--- config.mk ---
export PLATFORM = sky130hd
export DESIGN_NAME = mem_access_ctrl
export DESIGN_NICKNAME = d
export VERILOG_FILES = /design/src/rtl/mem_access_ctrl.sv
export SDC_FILE = /design/constraint.sdc
export NUM_CORES = 1
export LEC_CHECK = 0
export CORE_UTILIZATION = 35
export CTS_CLUSTER_DIAMETER = 80
export DETAILED_ROUTE_END_ITERATION = 12
export GPL_TIMING_DRIVEN = 0
export PLACE_DENSITY = 0.71
export SKIP_CTS_REPAIR_TIMING = 1
export SLEW_MARGIN = 25
export SYNTH_ARGS = -nofsm -noshare
export SYNTH_HDL_FRONTEND = slang
export SYNTH_SLANG_ARGS = --single-unit
--- constraint.sdc ---
create_clock -name clk -period 2.35 [get_ports clk]
set_clock_uncertainty 0.15 [all_clocks]
set_input_delay 0.235 -clock clk [delete_from_list [all_inputs] [get_ports clk]]
set_output_delay 0.235 -clock clk [all_outputs]
set_load 0.02 [all_outputs]
--- src/rtl/mem_access_ctrl.sv ---
// mem_access_ctrl
// Load/store access controller for a 64-word data memory.
// A request is accepted in IDLE. Its effective address is (base[5:0] + off) mod 64.
// A request whose base has any bit set above the word-address range goes
// straight to RESP with rsp_err set. Such a request never touches memory.
// Any other request spends exactly one cycle in ACCESS and then moves to RESP.
//
// Ports:
//   clk, rst_n                         clock, async active-low reset
//   req_valid/req_ready                request handshake
//   req_we, req_base, req_off,
//   req_wdata                          request fields (captured at accept)
//   rsp_valid/rsp_ready                response handshake
//   rsp_rdata, rsp_err                 response payload
//   mem_addr, mem_read,
//   mem_wdata, mem_rdata               data-memory port (mem_rdata is combinational)
//   txn_count                          completed-response counter (wraps)
//
// state  | meaning
// IDLE   | ready for a request
// ACCESS | one-cycle memory access (write strobe or read sample)
// RESP   | response held until rsp_ready
module mem_access_ctrl #(
  parameter int ADDR_W = 6,
  parameter int DATA_W = 16
) (
  input  logic              clk,
  input  logic              rst_n,
  input  logic              req_valid,
  output logic              req_ready,
  input  logic              req_we,
  input  logic [DATA_W-1:0] req_base,
  input  logic [ADDR_W-1:0] req_off,
  input  logic [DATA_W-1:0] req_wdata,
  output logic              rsp_valid,
  input  logic              rsp_ready,
  output logic [DATA_W-1:0] rsp_rdata,
  output logic              rsp_err,
  output logic [ADDR_W-1:0] mem_addr,
  output logic              mem_read,
  output logic [DATA_W-1:0] mem_wdata,
  input  logic [DATA_W-1:0] mem_rdata,
  output logic [7:0]        txn_count
);

  typedef enum logic [1:0] {IDLE, ACCESS, RESP} state_t;

  state_t            state;
  state_t            state_nxt;
  logic              we_r;
  logic              base_err;
  logic [ADDR_W-1:0] eff_addr;

  assign base_err = |req_base[DATA_W-1:ADDR_W];
  // Carry out of the word-address range is dropped on purpose: addresses wrap.
  assign eff_addr = req_base[ADDR_W-1:0] + req_off;

  always_ff @(posedge clk or negedge rst_n) begin
    if (!rst_n) state <= IDLE;
    else        state <= state_nxt;
  end

  always_comb begin
    state_nxt = state;
    case (state)
      IDLE:    if (req_valid) state_nxt = base_err ? RESP : ACCESS;
      ACCESS:  state_nxt = RESP;
      RESP:    if (rsp_ready) state_nxt = IDLE;
      default: state_nxt = IDLE;
    endcase
  end

  // mem_read is decoded from the state register rather than registered.
  // An asynchronous reset therefore drops a pending write strobe at once.
  always_comb begin
    req_ready = (state == IDLE);
    rsp_valid = (state == RESP);
    mem_read  = !((state == ACCESS) && we_r);
  end

  always_ff @(posedge clk or negedge rst_n) begin
    if (!rst_n) begin
      we_r      <= 1'b0;
      mem_addr  <= '0;
      mem_wdata <= '0;
      rsp_rdata <= '0;
      rsp_err   <= 1'b0;
      txn_count <= 8'd0;
    end else begin
      case (state)
        IDLE: begin
          if (req_valid) begin
            if (base_err) begin
              rsp_err   <= 1'b1;
              rsp_rdata <= '0;
            end else begin
              // The memory port keeps its last address/data while not in ACCESS.
              we_r      <= req_we;
              mem_addr  <= eff_addr;
              mem_wdata <= req_wdata;
            end
          end
        end
        ACCESS: begin
          rsp_rdata <= we_r ? '0 : mem_rdata;
          rsp_err   <= 1'b0;
        end
        RESP: begin
          if (rsp_ready) begin
            txn_count <= txn_count + 8'd1;
            rsp_rdata <= '0;
            rsp_err   <= 1'b0;
          end
        end
        default: ;
      endcase
    end
  end

endmodule

==> Word-level counts from Yosys, hierarchy flattened <==
Cells that the tools add are included.
Widths: inputs -> output; s select.
{ "word_totals": {"regBits": 50, "latch_bits": 0, "mem_bits_rw": 0, "mem_bits_ro": 0, "input_bits": 59, "output_inout_bits": 50, "wordCells": 37, "n_memories": 0} }
{ "classes": {"add_sub_neg": 2, "n_mul": 0, "div_mod_pow": 0, "order_cmp": 0, "eq_ne": 5, "n_shift": 0, "n_mux": 13, "bitwise_logic": 1, "reduce_logical": 9} }
{ "op_table": {"columns": ["operator", "count"], "rows": [
  ["$mux 16", 4],
  ["$pmux 16 s3", 1],
  ["$reduce_or 10->1", 1],
  ["$add 8x1->8 const B", 1],
  ["$add 6x6->6", 1],
  ["$mux 2", 3],
  ["$pmux 2 s3", 1],
  ["$ne 2x1->1 const B", 2],
  ["$reduce_and 2->1", 2],
  ["$reduce_and 4->1", 1],
  ["$mux 1", 3],
  ["$pmux 1 s3", 1],
  ["$reduce_and 3->1", 1],
  ["$reduce_bool 3->1", 1],
  ["$eq 2x1->1 const B", 1],
  ["$eq 2x2->1 const B", 1],
  ["$logic_not 2->1", 1],
  ["$ne 2x2->1 const B", 1],
  ["$logic_and 1x1->1", 1],
  ["$logic_not 1->1", 1],
  ["$not 1->1", 1]
]} }

==> Depth between registers and ports, before layout <==
Gate-level depths: netlist of run 1.
{ "depth": {"ltp_word": 4, "ltp_mapped": 8, "depth_no_buf": 6} }

==> Worst setup path after synthesis of run 1 <==
OpenSTA, ideal clock, no wires.
{ "synth_path": {"path_type": "reg2reg", "startpoint": "register state[0]", "endpoint": "register rsp_rdata[0]", "setup_ps": 79, "arrival_ps": 1591, "required_time_ps": 2121, "slack_ps": 530, "stages_incl_launch_ff": 9, "n_path_buf": 2, "path_cell_list": "dfrtp_1 > inv_1 > ha_1 > nor2b_1 > a21oi_2 > nand3b_1 > buf_6 > buf_12 > mux2i_1"} }
{ "synth_between": {"elab_chain_len": 3, "elab_cells_between_ends": 9} }
{ "synth_rtl": {"columns": ["item", "line", "text"], "rows": [
  ["from (decl)", "48", "state_t state;"],
  ["from (signal assigned)", "60", "else state <= state_nxt;"],
  ["$eq 2x2->1 *", null, null],
  ["named net rsp_valid", "35", "output logic rsp_valid,"],
  ["$ne 2x1->1 (no source line) / $reduce_bool 3->1 (equally long branches)", null, null],
  ["$reduce_and 4->1 (no source line)", null, null],
  ["to (signal assigned)", "105", "rsp_rdata <= we_r ? '0 : mem_rdata;"],
  ["to (decl)", "37", "output logic [DATA_W-1:0] rsp_rdata,"]
]} }
The timed path passes the listed nets; every way through them passes the cells marked *.
A chain may end at the register's enable or synchronous reset.

==> Final worst setup path of run 1 <==
{ "layout_path": {"startpoint": "register state[0]", "endpoint": "output port req_ready"} }
{ "layout_between": {"elab_chain_len": 1} }
{ "layout_rtl": {"columns": ["item", "line", "text"], "rows": [
  ["$logic_not 2->1", "76", "req_ready = (state == IDLE);"],
  ["to (decl)", "30", "output logic req_ready,"]
]} }
Every way passes these cells.

==> summary.txt, run 1 <==
Detailed routing
  • Met2 WL: 2680 um
  • DR top layer: met4
  • M1 WL: 2180 um
  • Final ANT Viol Nets: 0
  • Pre-antenna DRT Iters: 11
  • Initial DRC count: 57
  • Drt drc: 6
  • Total wire length: 5320 um
  • DR WL met3: 376 um
  • Via count: 2001
  • Routed len/inst: 12.3 um
  • Vias per cell: 4.64

Floorplanning
  • Die Width: 84.4 um
  • Die Y: 84.4 um
  • Die area: 7120 um2
  • Row count: 29
  • IO Count: 109
  • Initial Util: 36.8%
  • Core Box Area: 6460 um2

Status
  • Status: finished, violations left
  • Failing checks: design-rule violations

Cells and area
  • Commonest non-fill, non-tap cell in the layout: clkdlybuf4s50_1
  • Diode count: 0
  • Fin nets: 424
  • Final non-filler cell area: 3640 um2
  • Layout cell share with drive strength beyond 1: 4.80%
  • Most frequent cells in the layout: clkdlybuf4s50_1 (107), nand2_1 (81), dfrtp_1 (50), inv_1 (20), mux2i_1 (17)
  • Area grow syn2layout: 53.1%

Clocking
  • Num Clock Sinks: 50
  • Inserted Clock Buffers: 5
  • Clock latency at the later pin of the worst-skew pair: 0.29 ns
  • Root buffer cell: clkbuf_8
  • Clock Path Buffers: 2
  • CTS tree: built
  • Worst-path clk slew: 0.08 ns
  • H-Tree Depth: 2

GRT
  • Initial antenna violation count: 0
  • Gr usage total: 16.2%
  • Vias in the first global route: 2096
  • Pin count of the biggest net entering global routing: 51
  • GRT Residual Overflow: 0
  • First-pass GRT wire length: 9170 um

Yosys
  • Number of distinct library cells after synthesis: 33
  • Yosys reg bits: 50
  • Mapped cell area: 2380 um2
  • Asr flop ratio synth: 100%
  • Post-Synthesis Net Count: 308
  • Post-synthesis instance total: 238
  • Seq/Total Area, Yosys: 52.7%
  • Number of synthesized flops with an enable pin: 0
  • Synth Area per Inst: 9.98 um2
  • Main synth FF type: dfrtp_1
  • Synth Warn #: 0

Flow run
  • MaxCap Viol Count: 0

Place
  • Pre-CTS setup slack: 0.199 ns
  • Gpl congestion: 0.776
  • HPWL after DPL: 4160 um
  • Placed Instance Area: 3550 um2
  • Port Buffers: 108

Worst setup path
  • WP data arrival: 1.72 ns
  • Kind of critical path: flip-flop to output port
  • Worst path cell trace: inv_1 > ha_1 > clkdlybuf4s50_1
  • Startpoint types: flip-flop
  • Bufs and invs on worst path: 2
  • Critical path's largest stage delay: 0.64 ns
  • CP endpoint kind: output port
  • Top delay family on crit path: buffers and inverters
  • Worst path required time: 1.97 ns
  • Worst path slowest cell: clkdlybuf4s50_1
  • Max FO, Critical Path: 5

STA
  • Tmin final: 2.11 ns
  • RSZ-0062 raised after global routing: no
  • Max Clk Rate: 0.474 GHz
  • Fin. Hold Viols: 0
  • Final worst setup slack: 0.242 ns
  • Slew margin rel.: 58.6%
  • WHS: 0.316 ns
  • Setup Viol. Count Final: 0
  • Setup_tns: 0 ns
  • Slew at the pin closest to its max-slew limit: 0.620 ns
  • Final Cycle Share: 89.7%
  • Max Slew Vio Count: 0

Power and ir drop
  • PD cells: 618 nW/um2
  • Final Power: 0.00225 W
  • VDD IR-drop max: 0.240 mV
  • Leak Pwr: 1.67 nW

Hold path
  • HP Class: input port to flip-flop
[power breakdown]
group	leakage, nW	internal (W)	switching (W)
registers	0.684	0.000935	0.0000809
clock network	0.0383	0.000206	0.000262
logic	0.948	0.000417	0.000349
[tightest hold or removal path, stage by stage]
cell	delay [ns]
clkdlybuf4s50_1	0.39
nand2_1	0.05
nand2_1	0.04
[per-layer routing]
layer | GRT usage (%) | up-vias
met3 | 4.62 | 7
li1 | - | 988
met2 | 28.8 | 65
met5 | 0 | -
met1 | 18.7 | 941
met4 | 5.70 | 0
[worst paths after layout]
kind                                    start            end  slack [ns]  cells after the start
min in group asynchronous               rst_n   rsp_rdata[1]        0.36                      2
worst min-delay path             req_wdata[5]   mem_wdata[5]        0.32                      3
worst min register to register  mem_wdata[12]  mem_wdata[12]        0.32                      2
max in group asynchronous               rst_n    mem_addr[2]        1.28                      2
worst max register to register       state[1]   rsp_rdata[0]        0.38                      7
worst max-delay path                 state[0]      req_ready        0.24                      3
[cells by family after synthesis]
family / after synthesis / share of synthesized area, %
mux: 18 / 7.64
buf+inv: 29 / 5.79
fa+ha+maj: 11 / 6.11
compound gates: 15 / 4.05
flops: 50 / 52.7
simple gates: 105 / 20.1
xor+xnor: 10 / 3.69
[final cells by class]
cell class | count | area, um2
buffer | 9 | 62.6
sequential | 50 | 1250
timing repair buffer | 109 | 1090
fill | 607 | 2820
multi-input combinational | 159 | 987
inverter | 20 | 75.1
clock buffer | 7 | 76.3
tap | 77 | 96.3
[flip-flops by register name (all words and copies together) (netlist names)]
register,cells
txn_count,8
mem_wdata,16
rsp_err,1
state,2
we_r,1
rsp_rdata,16
mem_addr,6
[metrics by stage]
step                util, %  std cells
CTS                    56.2        430
detailed placement     55.0        423
floorplan                 -        238
global route           56.3        431
finish                 56.3        431
global placement       55.0        423
[cells in the mapped netlist (2+ instances only)]
cell type / instances / area (um2)
a211oi_1: 2 / 15.0
a21o_1: 2 / 15.0
a21oi_1: 3 / 15.0
and2_1: 2 / 12.5
buf_2: 4 / 20.0
clkbuf_1: 3 / 11.3
dfrtp_1: 50 / 1250
ha_1: 10 / 125
inv_1: 20 / 75.1
mux2i_1: 17 / 170
nand2_1: 81 / 304
nand3_1: 2 / 10.0
nand4_1: 5 / 31.3
nor2_1: 6 / 22.5
nor2b_1: 2 / 12.5
nor4_4: 2 / 42.5
o21ai_1: 3 / 15.0
xnor2_1: 6 / 52.6
xor2_1: 4 / 35.0
Note: power is estimated with default switching activity, not from simulation.
==> inputs of run 2 (changes only) <==
- CORE_UTILIZATION: 35 -> 41
- PLACE_DENSITY: 0.71 -> 0.81
==> run 2 against run 1 <==
The run now ends clean. Flip-flop and latch count did not move. Clock power rose by 16%. Worst setup slack improved by 0.019 ns. Via count fell by 0.20%. Largest power group unchanged. Highest routed layer unchanged.
==> summary.txt, run 2 (synthesis results as in run 1) <==
Power and ir drop
  • VDD IR-drop max: 0.322 mV (+34%)
  • Leak Pwr: 1.69 nW (+0.97%)
  • Seq pwr share: 43.7% (-1.5 points)
  • PD cells: 636 nW/um2 (+2.9%)
  • Clock network power share: 23.2% (+2.4 points)
  • Comb power frac: 33.0% (-1.0 points)
  • Sw frac: 30.3% (-0.41 points)
  • Internal power: 0.00162 W (+4.1%)
  • P_sw: 0.000706 W (+2.1%)

Detailed routing
  • Routed len/inst: 12.7 um (+2.7%)
  • Pre-antenna DRT Iters: 6 (-5)
  • Vias per cell: 4.68 (+0.73%)
  • Final ANT Viol Nets: 0 (unchanged)
  • Via count: 1997 (-0.20%)
  • Initial DRC count: 60 (+5.3%)
  • Drt drc: 0 (-6)
  • Total wire length: 5410 um (+1.8%)

Clocking
  • Clock latency at the later pin of the worst-skew pair: 0.29 ns (about the same)
  • Worst-path clk slew: 0.09 ns (about the same)
  • Clock Path Buffers: 2 (unchanged)
  • Inserted Clock Buffers: 5 (unchanged)
  • CTS tree: built
  • Root buffer cell: clkbuf_8
  • Num Clock Sinks: 50 (unchanged)
  • H-Tree Depth: 2 (unchanged)

GRT
  • Pin count of the biggest net entering global routing: 51 (unchanged)
  • Most Crowded Layer GR: met2
  • GRT Residual Overflow: 0 (unchanged)
  • Met2 usage: 33.9% (+5.2 points)
  • Gr usage total: 19.4% (+3.2 points)
  • Initial antenna violation count: 0 (unchanged)
  • Met3 Use GR: 7.33% (+2.7 points)
  • First-pass GRT wire length: 9320 um (+1.6%)
  • Vias in the first global route: 2067 (-1.4%)
  • Met1 Track Usage GR: 22.1% (+3.4 points)

Cells and area
  • Layout cell share with drive strength beyond 1: 5.63% (+0.83 points)
  • Most frequent cells in the layout: clkdlybuf4s50_1 (107), nand2_1 (81), dfrtp_1 (50), inv_1 (20), mux2i_1 (17)
  • Diode count: 0 (unchanged)
  • Commonest non-fill, non-tap cell in the layout: clkdlybuf4s50_1
  • Biggest registers after layout: mem_wdata: 16 flops, rsp_rdata: 16 flops, txn_count: 8 flops
  • Finished Layout Cells: 427 (-0.93%)
  • Area grow syn2layout: 54.0%
  • Layout Utilization: 66.1% (+9.7 points)
  • Final non-filler cell area: 3660 um2 (+0.62%)
  • Fin nets: 424 (unchanged)

Worst setup path
  • Worst Setup SP: state[0]
  • Worst path required time: 1.97 ns (about the same)
  • Reg2Reg Setup Slack: 0.33 ns (-0.05 ns)
  • CP Capture Point: req_ready
  • Kind of critical path: flip-flop to output port
  • FF-to-FF Start: state[1]
  • CP endpoint kind: output port
  • Reg-to-reg endpoint: rsp_rdata[2]
  • R2R cell count: 7 (unchanged)
  • Max FO, Critical Path: 5 (unchanged)
  • WP data arrival: 1.70 ns (-0.02 ns)
  • Startpoint types: flip-flop

STA
  • Max Clk Rate: 0.479 GHz (+0.89%)
  • Setup Viol. Count Final: 0 (unchanged)
  • Slew at the pin closest to its max-slew limit: 0.640 ns (+0.0196 ns)
  • Final worst setup slack: 0.261 ns (+0.0186 ns)
  • RSZ-0062 raised after global routing: no
  • Max Slew Vio Count: 0 (unchanged)
  • Tmin final: 2.09 ns (-0.0186 ns)
  • Setup_tns: 0 ns (unchanged)
  • Slew margin rel.: 57.3% (-1.3 points)
  • Fin. Hold Viols: 0 (unchanged)
  • Final Cycle Share: 88.9% (-0.79 points)

Status
  • Status: finished, final reports clean

Floorplanning
  • Row count: 27 (-6.9%)
  • IO Count: 109 (unchanged)
  • Die Width: 78.1 um (-7.4%)
  • Core Box Area: 5540 um2 (-14%)
  • Die area: 6100 um2 (-14%)
  • Initial Util: 42.9% (+6.1 points)
  • Die Y: 78.1 um (-7.4%)

Place
  • HPWL after DPL: 4130 um (-0.79%)
  • Pre-CTS setup slack: 0.163 ns (-0.0363 ns)
  • Port Buffers: 108 (unchanged)
  • Placed Instance Area: 3540 um2 (-0.18%)
  • Gpl congestion: 0.764 (-1.7%)
  • # placed instances: 418 (-1.2%)

Hold path
  • HP Class: input port to flip-flop

Flow run
  • MaxCap Viol Count: 0 (unchanged)
-- run 2: cell types whose count changed in the layout (fill, tap and decap cells not counted), sizes merged --
cell    change
clkinv      +1
-- run 2: through the flow --
step	power [W]	hold WS (ns)
2_1_floorplan	0.00146	-0.211
3_3_place_gp	0.00179	0.300
3_5_place_dp	0.00181	0.155
4_1_cts	0.00236	-0.175
5_1_grt	0.00247	0.303
6_report	0.00233	0.312
-- run 2: critical path, cell delays in order (launching register included) --
cell	delay [ns]
dfrtp_1	0.41
inv_1	0.11
ha_1	0.26
clkdlybuf4s50_1	0.64
-- run 2: how the worst min path moves through the flow --
stage,startpoint,end,slack [ns],depth (start not counted)
final,req_wdata[4],mem_wdata[4],0.31,3
after global routing,req_wdata[3],mem_wdata[3],0.30,3
after CTS,rst_n,mem_wdata[4],-0.17,1
after detailed placement,rst_n,rsp_rdata[14],0.15,1
after global placement,mem_addr[1],mem_addr[1],0.30,2
after floorplan,rst_n,mem_addr[0],-0.21,0
-- run 2: layout make-up --
class	instances	area, um2
fillers	482	1880
flip-flops and latches	50	1250
repair buffers	109	1090
multi-input cells	159	987
clock buffers	7	96.3
well taps	72	90.1
inverters	20	75.1
plain buffers	9	62.6
clock inverters	1	8.76
-- run 2: power by group through the flow --
stage	clock, W	combinational, W	sequential [W]
2_1_floorplan	0	0.000362	0.00110
3_3_place_gp	0	0.000763	0.00103
3_5_place_dp	0	0.000774	0.00104
4_1_cts	0.000567	0.000778	0.00102
5_1_grt	0.000601	0.000837	0.00103
6_report	0.000541	0.000769	0.00102
-- run 2: per-layer routing --
metal  wire length, um  up-vias
met5                 0        -
met4                52        0
met3               499        4
met2              2660       76
met1              2200      925
li1                  -      992
